===== config.mk =====
export PLATFORM = sky130hd
export DESIGN_NAME = mem_port_arbiter
export DESIGN_NICKNAME = d
export VERILOG_FILES = /design/src/rtl/mem_port_arbiter.sv
export SDC_FILE = /design/constraint.sdc
export NUM_CORES = 1
export LEC_CHECK = 0
export CORE_AREA = 2 2 108 110
export DETAILED_ROUTE_END_ITERATION = 12
export DIE_AREA = 0 0 110 112
export PLACE_DENSITY_LB_ADDON = 0.1
export SLEW_MARGIN = 20
export SYNTH_ARGS = -nofsm -noshare
export SYNTH_HDL_FRONTEND = slang
export SYNTH_SLANG_ARGS = --single-unit
export TNS_END_PERCENT = 100

===== constraint.sdc =====
create_clock -name clk -period 2.3 [get_ports clk]
set_input_delay 0.23 -clock clk [delete_from_list [all_inputs] [get_ports clk]]
set_output_delay 0.23 -clock clk [all_outputs]
set_load 0.01 [all_outputs]

===== src/rtl/mem_port_arbiter.sv =====
// Fetch/data arbiter for the single unified memory port.
// Define MEM_ARB_TIMEOUT_EN for the busy timeout with a sticky err flag.
module mem_port_arbiter #(
  parameter int STARVE_LIMIT   = 4,
  parameter int TIMEOUT_CYCLES = 64
) (
  input  logic        clk,
  input  logic        rst,
  input  logic        if_req,
  input  logic [31:0] if_addr,
  input  logic        if_flush,
  output logic        if_ready,
  output logic [31:0] if_rdata,
  input  logic        dm_req,
  input  logic        dm_we,
  input  logic [3:0]  dm_be,
  input  logic [31:0] dm_addr,
  input  logic [31:0] dm_wdata,
  output logic        dm_ready,
  output logic [31:0] dm_rdata,
  output logic        mem_req,
  output logic        mem_we,
  output logic [3:0]  mem_be,
  output logic [31:0] mem_addr,
  output logic [31:0] mem_wdata,
  input  logic [31:0] mem_rdata,
  input  logic        mem_ack,
  output logic        err
);

  typedef enum logic [1:0] {IDLE, IF_BUSY, DM_BUSY} state_t;

  localparam int SW = $clog2(STARVE_LIMIT + 1);

  if (STARVE_LIMIT < 1 || TIMEOUT_CYCLES < 2) begin : gBadCfg
    $error("mem_port_arbiter: STARVE_LIMIT or TIMEOUT_CYCLES out of range");
  end

  state_t        state;
  logic [SW-1:0] starveCnt;
  logic          dropFlag;
  logic          ifLive;
  logic          forceIf;
  logic          grantDm;
  logic          grantIf;
  logic          busy;
  logic          timeoutHit;
  logic          done;
  logic          ifDrop;

  assign ifLive  = if_req && !if_flush;
  assign forceIf = ifLive && (starveCnt == SW'(STARVE_LIMIT));
  assign grantDm = dm_req && !forceIf;
  assign grantIf = ifLive && !grantDm;
  assign busy    = state != IDLE;
  assign done    = busy && (mem_ack || timeoutHit);
  assign ifDrop  = dropFlag || if_flush;

  assign if_ready = (state == IF_BUSY) && done && !ifDrop;
  assign dm_ready = (state == DM_BUSY) && done;
  assign if_rdata = (if_ready && mem_ack) ? mem_rdata : '0;
  assign dm_rdata = (dm_ready && mem_ack) ? mem_rdata : '0;

`ifdef MEM_ARB_TIMEOUT_EN
  localparam int TW = $clog2(TIMEOUT_CYCLES + 1);

  logic [TW-1:0] toCnt;
  logic          errQ;

  // Fires on the last allowed busy cycle so ready lands there.
  assign timeoutHit = busy && !mem_ack &&
                      (toCnt == TW'(TIMEOUT_CYCLES - 1));
  assign err = errQ;

  always_ff @(posedge clk or negedge rst) begin
    if (!rst) begin
      toCnt <= '0;
      errQ  <= 1'b0;
    end else begin
      if (!busy) toCnt <= '0;
      else toCnt <= toCnt + TW'(1);
      if (timeoutHit) errQ <= 1'b1;
    end
  end
`else
  assign timeoutHit = 1'b0;
  assign err        = 1'b0;
`endif

  always_ff @(posedge clk or negedge rst) begin
    if (!rst) begin
      state     <= IDLE;
      starveCnt <= '0;
      dropFlag  <= 1'b0;
      mem_req   <= 1'b0;
      mem_we    <= 1'b0;
      mem_be    <= '0;
      mem_addr  <= '0;
      mem_wdata <= '0;
    end else begin
      unique case (state)
        IDLE: begin
          dropFlag <= 1'b0;
          if (grantDm) begin
            state     <= DM_BUSY;
            mem_req   <= 1'b1;
            mem_we    <= dm_we;
            mem_be    <= dm_be;
            mem_addr  <= dm_addr;
            mem_wdata <= dm_wdata;
            if (!if_req) starveCnt <= '0;
            else if (starveCnt != SW'(STARVE_LIMIT))
              starveCnt <= starveCnt + SW'(1);
          end else if (grantIf) begin
            state     <= IF_BUSY;
            mem_req   <= 1'b1;
            mem_we    <= 1'b0;
            mem_be    <= 4'hF;
            mem_addr  <= if_addr;
            mem_wdata <= '0;
            starveCnt <= '0;
          end else if (!if_req) begin
            starveCnt <= '0;
          end
        end
        IF_BUSY, DM_BUSY: begin
          if (state == IF_BUSY && if_flush) dropFlag <= 1'b1;
          if (done) begin
            state     <= IDLE;
            dropFlag  <= 1'b0;
            mem_req   <= 1'b0;
            mem_we    <= 1'b0;
            mem_be    <= '0;
            mem_addr  <= '0;
            mem_wdata <= '0;
          end
        end
        default: state <= IDLE;
      endcase
    end
  end

endmodule


==> results.sh, run 1 <==
export IMPL_outcome="finished clean"
export IMPL_synth_most_common_cell="dfrtp_1"
export IMPL_nNetsFinal=756
export IMPL_yosys_warnings=0
export IMPL_synth_simple_area_share_pct=13.6
export IMPL_htree_levels=3
export IMPL_drc=0
export IMPL_worstSetupStartpointType="register"
export IMPL_synth_area_leader_cell="dfrtp_1"
export IMPL_io_buffers=274
export IMPL_die_h_um=112
export IMPL_start_util_pct=33.1
export IMPL_grt_pass1_vias=3821
export IMPL_core_mm2=0.0112
export IMPL_dp_hpwl_um=9640
export IMPL_die_x_um=110
export IMPL_leakage_nw=3.47
export IMPL_irDropWorstVdd_mv=0.832
export IMPL_finalMaxSlewViolations=0
export IMPL_crit_type="register to primary output"
export IMPL_clock_path_buffers=2
export IMPL_area_delta_synth_final_pct=91.3
export IMPL_synth_top_area_share_pct=51.5
export IMPL_antenna_left=0
export IMPL_rsz0062_at_grt="false"
export IMPL_hold_viol=0
export IMPL_setup_viol=0
export IMPL_layout_drive_gt1_share_pct=15.9
export IMPL_routed_via_density=4.86
export IMPL_synth_main_ff_cell="dfrtp_1"
export IMPL_critical_path_max_fanout=3
export IMPL_wl_um=13300
export IMPL_synth_cell_types=34
export IMPL_synth_area_mm2=0.00369
export IMPL_max_freq_ghz=0.447
export IMPL_ctsHoldBuffers=0
export IMPL_hold_class="input pin to async pin"
export IMPL_overflow=0
export IMPL_clkLatencyLatePin_ns=0.33
export IMPL_place_gp_congestion=0.760
export IMPL_synth_mux_area_share_pct=8.94
export IMPL_drt_iter0_drc=132
export IMPL_synth_top_family_by_area="compound AO/OA/AOI/OAI gates"
export IMPL_max_slew_margin_pct=36.8
export IMPL_clk_pin_slew_worst_paths_ns=0.06
export IMPL_num_vias=3690
export IMPL_grt_max_degree=77
export IMPL_avgSynthCellArea_um2=11.5
export IMPL_finalSetupTns_ns=0
export IMPL_grt_first_pass_wirelength_um=19900
export IMPL_rows=39
export IMPL_dp_slack_ns=-0.00304
export IMPL_die_area_mm2=0.0123
export IMPL_cts_root_buf="clkbuf_16"
export IMPL_skew_ns=0.00706
export IMPL_wire_per_inst_um=17.4
export IMPL_worst_slack_ns=0.0631
export IMPL_grt_use_total_pct=21.0
export IMPL_synth_cells=320
export IMPL_cts_num_sinks=76
export IMPL_whs_ns=0.0403
export IMPL_first_pass_iters=4
export IMPL_synth_edf_count=0
export IMPL_crit_path_end_kind="primary output"
export IMPL_required_ns=2.07
export IMPL_ios=276
export IMPL_power_total_w=0.00791
export IMPL_tritoncts="yes"
export IMPL_cellPowerDensity_mw_per_mm2=1120
export IMPL_antenna_found_initial=0
export IMPL_worst_slew_pin_slew_ns=0.947
export IMPL_finalCritPeriodShare_pct=97.3
export IMPL_synth_compound_area_share_pct=19.6
export IMPL_synth_common_cells="dfrtp_1 (76), o2bb2ai_1 (36), a22o_1 (33), and2_1 (33), mux2i_1 (33)"
export IMPL_antenna_cells=0
export IMPL_layout_min_cycle_time_ns=2.24
export IMPL_critical_path_arrival_ns=2.01
export IMPL_synthAdderAreaFrac_pct=1.69
export IMPL_ys_seq_area_share_pct=51.5
export IMPL_synth_area_leaders="dfrtp_1 (51%), mux2i_1 (8.9%), o2bb2ai_1 (8.5%), a22o_1 (7.8%), and2_1 (5.6%)"
export IMPL_maxCapViolations=0
export IMPL_cts_inserted_buffers=9
export IMPL_synthXorXnorAreaFrac_pct=0
export IMPL_async_flop_share_pct=100
export IMPL_ys_seq_elements=76
export IMPL_synthesis_nets=464
repair_timing:
| item | in CTS | in global routing |
|---|---|---|
| endpoints found under the setup margin | 66 | 37 |
| endpoints found under the hold margin | 0 | 0 |
| setup buffers | 13 | 7 |
| resized for setup | 155 | 22 |
| cloned | 2 | 0 |
| pin swaps | 6 | 2 |
cell type report:
type | count | area [um2]
flip-flops and latches | 76 | 1900
clock buffers | 12 | 256
clock inverters | 4 | 55.1
inverters | 6 | 22.5
fillers | 915 | 4110
multi-input cells | 209 | 1710
repair buffers | 310 | 2940
well taps | 143 | 179
power by group:
part / internal (W) / switching (W)
sequential: 0.00195 / 0.000342
combinational: 0.00230 / 0.00187
clock: 0.000905 / 0.000537
total: 0.00515 / 0.00275
cell families (layout without fill, tap and decap cells):
family,after synthesis,in the layout
compound gates,86,86
simple gates,84,84
flops,76,76
buf+inv,35,332
mux,33,33
fa+ha+maj,5,5
other cells,1,1
metrics by stage:
stage	cells	area (um2)	utilization (%)
final	760	7070	63.3
after CTS	754	7040	63.0
after global placement	723	6660	59.6
after floorplan	320	3690	-
after global routing	760	7070	63.3
after detailed placement	723	6660	59.6
critical path, stage by stage (launching register included):
cell       delay, ns
dfrtp_1         0.39
buf_6           0.12
buf_6           0.10
ha_4            0.15
nor4b_4         0.12
buf_4           0.16
clkbuf_16       0.14
buf_6           0.11
buf_6           0.11
and2_1          0.14
buf_2           0.13
state kept, by name, summed over array words and instances (netlist names):
signal and cells:
state 2, mem_addr 32, mem_req 1, starveCnt 3
mem_we 1, mem_wdata 32, mem_be 4, dropFlag 1
placed cells by master (no fill, tap or decap), types with 2 or more instances in the layout:
| cell type | n |
|---|---|
| nor2b_1 | 2 |
| inv_1 | 3 |
| ha_4 | 2 |
| a22o_1 | 33 |
| nor2_1 | 5 |
| a21oi_1 | 2 |
| ha_1 | 3 |
| o21ai_0 | 4 |
| buf_12 | 2 |
| mux2i_1 | 33 |
| and2_4 | 3 |
| and2_1 | 30 |
| dlymetal6s2s_1 | 6 |
| o2bb2ai_1 | 36 |
| nand2_1 | 5 |
| clkbuf_16 | 10 |
| buf_4 | 22 |
| buf_6 | 15 |
| inv_2 | 3 |
| clkbuf_2 | 8 |
| dfrtp_1 | 76 |
| buf_2 | 20 |
| o21ai_4 | 2 |
| clkbuf_8 | 2 |
| dlygate4sd2_1 | 26 |
| clkdlybuf4s50_1 | 209 |
| and3_1 | 32 |
metal layers:
layer | track usage (%) | share of wire (%) | wire length [um] | vias up
met5 | 0 | 0 | 0 | -
li1 | - | - | - | 1768
met2 | 37.0 | 50 | 6690 | 168
met1 | 24.0 | 39 | 5120 | 1735
met3 | 5.44 | 8.9 | 1180 | 19
met4 | 7.93 | 2.0 | 259 | 0
worst paths after layout:
check,startpoint,slack (ns),end,depth (start not counted)
max,state[0],0.06,if_rdata[13],10
min,rst,0.04,mem_wdata[20],1
max reg2reg,state[1],0.33,mem_wdata[30],7
min reg2reg,mem_req,0.48,mem_req,1
max in group asynchronous,rst,1.64,state[0],1
min in group clk,mem_req,0.48,mem_req,1
Power figures use the tool's default switching activity.
==> run 2, diff against run 1 <==
--- a/config.mk
+++ b/config.mk
@@ -5,9 +5,9 @@
 export SDC_FILE = /design/constraint.sdc
 export NUM_CORES = 1
 export LEC_CHECK = 0
-export CORE_AREA = 2 2 108 110
+export CORE_AREA = 2 2 97 122
 export DETAILED_ROUTE_END_ITERATION = 12
-export DIE_AREA = 0 0 110 112
+export DIE_AREA = 0 0 99 124
 export PLACE_DENSITY_LB_ADDON = 0.1
 export SLEW_MARGIN = 20
 export SYNTH_ARGS = -nofsm -noshare
==> run 2 against run 1 <==
Effect of this change:
- sequential share of layout area is 0.65 points higher
- die area is 0.36% lower
- routed wire length is 2.9% lower
- via count down 2.3%
- critical path depth unchanged
- count of clock-buffer cells in the layout shrank 3
- total power fell by 2.4%
- critical path type unchanged
- largest power group unchanged
- highest routed layer unchanged
==> results.sh, run 2 (same netlist as run 1, synthesis figures left out) <==
export IMPL_die_x_um=99
export IMPL_fin_area_mm2=0.00690
export IMPL_dpl_cell_count=713
export IMPL_grt_use_total_pct=20.1
export IMPL_finalCritPeriodShare_pct=94.6
export IMPL_ctsHoldBuffers=0
export IMPL_outcome="finished clean"
export IMPL_nFillCells=956
export IMPL_r2r_start="state[0]"
export IMPL_antenna_left=0
export IMPL_whs_ns=0.0369
export IMPL_instances_no_fill=737
export IMPL_setup_viol=0
export IMPL_comb_power_share_pct=50.9
export IMPL_clkLatencyLatePin_ns=0.33
export IMPL_worst_slew_pin_slew_ns=0.937
export IMPL_nNetsFinal=740
export IMPL_crit_end="if_rdata[1]"
export IMPL_wl_um=12900
export IMPL_power_internal_w=0.00504
export IMPL_crit_buf_inv=6
export IMPL_finalSetupTns_ns=0
export IMPL_grt_first_pass_wirelength_um=19300
export IMPL_slowest_stage="dfrtp_1"
export IMPL_cp_depth=10
export IMPL_maxCapViolations=0
export IMPL_finalMaxSlewViolations=0
export IMPL_dpl_cell_area_mm2=0.00665
export IMPL_reg2reg_depth=8
export IMPL_power_total_w=0.00772
export IMPL_critical_path_max_fanout=5
export IMPL_reg2reg_slack_ns=0.46
export IMPL_grt_pass1_vias=3535
export IMPL_cts_root_buf="clkbuf_16"
export IMPL_worstSetupStartpointType="register"
export IMPL_cts_inserted_buffers=9
export IMPL_irDropWorstVdd_mv=0.880
export IMPL_die_area_mm2=0.0123
export IMPL_rsz0062_at_grt="false"
export IMPL_die_h_um=124
export IMPL_critical_path_arrival_ns=1.94
export IMPL_start_util_pct=33.5
export IMPL_max_stage_delay_ns=0.36
export IMPL_required_ns=2.07
export IMPL_cts_num_sinks=76
export IMPL_ios=276
export IMPL_layout_min_cycle_time_ns=2.17
export IMPL_crit_path_end_kind="primary output"
export IMPL_max_freq_ghz=0.460
export IMPL_switching_share_pct=34.7
export IMPL_leakage_nw=3.30
export IMPL_max_slew_margin_pct=37.5
export IMPL_area_delta_synth_final_pct=86.8
export IMPL_tritoncts="yes"
export IMPL_dp_hpwl_um=9680
export IMPL_num_vias=3604
export IMPL_switching_power_w=0.00268
export IMPL_overflow=0
export IMPL_reg_top3="mem_addr: 32 flops, mem_wdata: 32 flops, mem_be: 4 flops"
export IMPL_cp_startpoint="state[0]"
export IMPL_place_gp_congestion=0.783
export IMPL_htree_levels=3
export IMPL_core_mm2=0.0110
export IMPL_cellPowerDensity_mw_per_mm2=1120
export IMPL_clock_path_buffers=2
export IMPL_hold_viol=0
export IMPL_grt_max_degree=77
export IMPL_first_pass_iters=4
export IMPL_drt_iter0_drc=114
export IMPL_crit_family="buffers and inverters"
export IMPL_pwr_share_clk_pct=19.5
export IMPL_io_buffers=274
export IMPL_rows=43
export IMPL_crit_chain="inv_2 -> ha_4 -> inv_2 -> nand2_2 -> nor4b_4 -> buf_4 -> buf_4 -> buf_4 -> and2_1 -> buf_2"
export IMPL_layout_common_cells="clkdlybuf4s50_1 (207), dfrtp_1 (76), o2bb2ai_1 (36)"
export IMPL_skew_ns=0.00565
export IMPL_clk_pin_slew_worst_paths_ns=0.06
export IMPL_r2r_end="mem_wdata[3]"
export IMPL_sequentialPowerShare_pct=29.6
export IMPL_layout_drive_gt1_share_pct=13.3
export IMPL_antenna_found_initial=1
export IMPL_layout_commonest_cell="clkdlybuf4s50_1"
export IMPL_drc=0
export IMPL_cp_common_cell="buf_4"
export IMPL_wire_per_inst_um=17.5
export IMPL_crit_type="register to primary output"
export IMPL_hold_class="input pin to async pin"
export IMPL_routed_via_density=4.89
-- run 2: worst min path at each step --
stage	end	slack, ns	from	cells past startpoint
6_report	mem_wdata[24]	0.04	rst	1
2_1_floorplan	dropFlag	-0.07	rst	0
4_1_cts	mem_wdata[24]	0.08	rst	1
5_1_grt	mem_wdata[23]	0.12	rst	1
3_5_place_dp	mem_wdata[24]	0.44	rst	1
3_3_place_gp	mem_wdata[24]	0.43	rst	1
-- run 2: repair_timing --
item	4_1_cts	5_1_grt
gates resized for setup	130	30
buffers inserted	4	0
cloned	3	0
pin swaps	1	0
setup endpoints to repair	66	33
-- run 2: through the flow --
| step | worst slack, ns | utilization (%) |
|---|---|---|
| final | 0.125 | 62.6 |
| after global placement | 0.138 | 60.2 |
| after global routing | 0.00645 | 62.6 |
| after CTS | -0.0000611 | 63.7 |
| after floorplan | 0.429 | - |
| after detailed placement | 0.0652 | 60.2 |
-- run 2: area by class of cell --
class / instances / area (um2) / area share, %
multi-input combinational: 209 / 1680 / 24.4
clock buffer: 9 / 225 / 3.26
tap: 135 / 169 / 2.45
timing repair buffer: 294 / 2800 / 40.6
inverter: 6 / 22.5 / 0.326
sequential: 76 / 1900 / 27.6
clock inverter: 7 / 96.3 / 1.40
antenna: 1 / 2.50 / 0.0363
-- run 2: power groups by stage --
stage | Sequential, W | Clock, W | Combinational [W]
2_1_floorplan | 0.00252 | 0 | 0.00157
3_3_place_gp | 0.00228 | 0 | 0.00390
3_5_place_dp | 0.00228 | 0 | 0.00398
4_1_cts | 0.00229 | 0.00155 | 0.00399
5_1_grt | 0.00236 | 0.00162 | 0.00424
6_report | 0.00228 | 0.00151 | 0.00393
-- run 2: layer usage --
layer / routed length [um] / GRT usage, % / share of wire (%) / vias to the layer above
met5: 0 / 0 / 0 / -
met4: 221 / 6.68 / 1.7 / 0
met3: 1250 / 7.41 / 9.7 / 14
met2: 6590 / 35.8 / 51 / 176
met1: 4810 / 22.3 / 37 / 1684
li1: - / - / - / 1730
==> run 3, diff against run 2 <==
--- a/config.mk
+++ b/config.mk
@@ -5,9 +5,10 @@
 export SDC_FILE = /design/constraint.sdc
 export NUM_CORES = 1
 export LEC_CHECK = 0
-export CORE_AREA = 2 2 97 122
+export CORE_AREA = 2 2 106 108
+export CTS_BUF_LIST = sky130_fd_sc_hd__clkbuf_8
 export DETAILED_ROUTE_END_ITERATION = 12
-export DIE_AREA = 0 0 99 124
+export DIE_AREA = 0 0 108 110
 export PLACE_DENSITY_LB_ADDON = 0.1
 export SLEW_MARGIN = 20
 export SYNTH_ARGS = -nofsm -noshare
==> run 3 against run 2 <==
Effect of this change:
- the run now ends with negative hold slack left
- hold slack lost 0.041 ns
- critical endpoint is now if_rdata[16]
- combinational power increased by 7.4%
- sequential power barely moved
- global-route usage increased by 1.7 points
- routed wire length up 6.4%
- count of clock-buffer cells in the layout grew 2
- cell area grew 5.0%
- largest power group unchanged
- fmax is 1.4% lower
==> results.sh, run 3 (same netlist as run 1, synthesis figures left out) <==
export IMPL_outcome="finished with violations"
export IMPL_violations="negative hold slack"
export IMPL_start_util_pct=34.5
export IMPL_antenna_cells=0
export IMPL_routed_via_density=4.95
export IMPL_crit_type="register to primary output"
export IMPL_r2r_start="state[1]"
export IMPL_crit_path_end_kind="primary output"
export IMPL_critical_path_max_fanout=5
export IMPL_dp_hpwl_um=9800
export IMPL_nNetsFinal=747
export IMPL_die_x_um=108
export IMPL_maxCapViolations=0
export IMPL_cp_startpoint="state[1]"
export IMPL_reg_top3="mem_addr: 32 flops, mem_wdata: 32 flops, mem_be: 4 flops"
export IMPL_layout_drive_gt1_share_pct=19.6
export IMPL_overflow=0
export IMPL_finalCritPeriodShare_pct=95.9
export IMPL_clk_pin_slew_worst_paths_ns=0.08
export IMPL_layout_min_cycle_time_ns=2.21
export IMPL_crit_chain="inv_2 -> ha_4 -> buf_6 -> inv_4 -> nand2_4 -> nor4b_4 -> buf_6 -> buf_6 -> and2_4 -> buf_6"
export IMPL_antenna_left=0
export IMPL_cp_common_cell="buf_6"
export IMPL_clkLatencyLatePin_ns=0.36
export IMPL_finalSetupTns_ns=0
export IMPL_tritoncts="yes"
export IMPL_die_area_mm2=0.0119
export IMPL_cts_inserted_buffers=9
export IMPL_max_slew_margin_pct=37.8
export IMPL_die_h_um=110
export IMPL_max_stage_delay_ns=0.37
export IMPL_grt_max_degree=77
export IMPL_finalMaxSlewViolations=0
export IMPL_cts_root_buf="clkbuf_8"
export IMPL_grt_first_pass_wirelength_um=19800
export IMPL_worst_slew_pin_slew_ns=0.933
export IMPL_grt_use_total_pct=21.8
export IMPL_hold_class="input pin to async pin"
export IMPL_cts_num_sinks=76
export IMPL_leakage_nw=3.83
export IMPL_setup_viol=0
export IMPL_htree_levels=3
export IMPL_hold_viol=2
export IMPL_critical_path_arrival_ns=1.98
export IMPL_core_mm2=0.0107
export IMPL_wire_per_inst_um=18.3
export IMPL_layout_commonest_cell="clkdlybuf4s50_1"
export IMPL_rows=38
export IMPL_skew_ns=0.00751
export IMPL_worstSetupStartpointType="register"
export IMPL_required_ns=2.07
export IMPL_antenna_found_initial=0
export IMPL_ctsHoldBuffers=0
export IMPL_cellPowerDensity_mw_per_mm2=1050
export IMPL_irDropWorstVdd_mv=0.702
export IMPL_rsz0062_at_grt="true"
export IMPL_grt_pass1_vias=3670
export IMPL_num_vias=3700
export IMPL_max_freq_ghz=0.453
export IMPL_whs_ns=-0.00454
export IMPL_r2r_end="mem_addr[4]"
export IMPL_reg2reg_depth=7
export IMPL_ios=276
export IMPL_place_gp_congestion=0.772
export IMPL_area_delta_synth_final_pct=96.1
export IMPL_drc=0
export IMPL_reg2reg_slack_ns=0.22
export IMPL_clock_path_buffers=2
export IMPL_first_pass_iters=4
export IMPL_wl_um=13700
export IMPL_io_buffers=274
export IMPL_drt_iter0_drc=163
export IMPL_layout_common_cells="clkdlybuf4s50_1 (207), dfrtp_1 (76), o2bb2ai_1 (36), buf_6 (36)"
export IMPL_slowest_stage="dfrtp_1"
-- run 3: changes by cell type in the layout (fill, tap and decap cells not counted), moves of 2 or more --
cell,change
and2_1,-31
and2_4,+31
buf_2,-14
buf_4,+2
buf_6,+33
buf_8,+2
clkbuf_16,-9
clkbuf_2,-8
clkbuf_8,+11
clkdlybuf4s15_2,-8
clkinv_2,-2
dlygate4sd2_1,-33
dlymetal6s2s_1,+33
-- run 3: what timing repair did --
action | CTS | global route
setup endpoints to repair | 66 | 66
pin swaps | 1 | 27
gates cloned | 4 | 0
buffers inserted | 2 | 3
resized for setup | 152 | 113
-- run 3: area by class of cell --
class	count	area, um2
Clock inverter	5	66.3
Fill cell	830	3450
Timing Repair Buffer	301	3160
Sequential cell	76	1900
Inverter	6	25.0
Multi-Input combinational cell	209	1770
Clock buffer	11	151
Tap cell	140	175
-- run 3: worst max-delay path, delay by kind of cell, from the launching register on --
kind                     cells  cell delay, ns
AND/OR/NAND/NOR              3            0.42
flip-flops                   1            0.37
buffers and inverters        6            0.65
adder cells (fa/ha/maj)      1            0.18
-- run 3: stage by stage --
stage          power (W)  utilization, %  cell area [um2]  cells  setup WS [ns]
5_1_grt          0.00811            67.7             7240    748        -0.0195
6_report         0.00763            67.7             7240    748         0.0941
3_3_place_gp     0.00609            62.1             6650    722         -0.206
3_5_place_dp     0.00630            62.4             6670    723         -0.114
2_1_floorplan    0.00409               -             3690    320          0.429
4_1_cts          0.00755            64.0             6840    745       0.000757
-- run 3: worst max-delay path by stage --
stage                   end  cells past startpoint  slack (ns)
6_report       if_rdata[16]                     10        0.09
5_1_grt        if_rdata[21]                      9       -0.02
4_1_cts        dm_rdata[16]                      6      0.0008
3_5_place_dp   if_rdata[11]                      9       -0.11
3_3_place_gp   mem_addr[12]                      6       -0.21
2_1_floorplan  if_rdata[22]                      7        0.43
-- run 3: power breakdown --
group	switching [W]	total, W	internal (W)
registers	0.000347	0.00229	0.00195
clock network	0.000534	0.00111	0.000576
logic	0.00188	0.00422	0.00234
-- run 3: layer usage --
metal | up-vias | GRT usage, % | share of wire (%)
met2 | 156 | 36.9 | 50
met1 | 1788 | 26.7 | 39
met4 | 0 | 5.59 | 1.2
li1 | 1745 | - | -
met5 | - | 0 | 0
met3 | 11 | 7.76 | 8.9
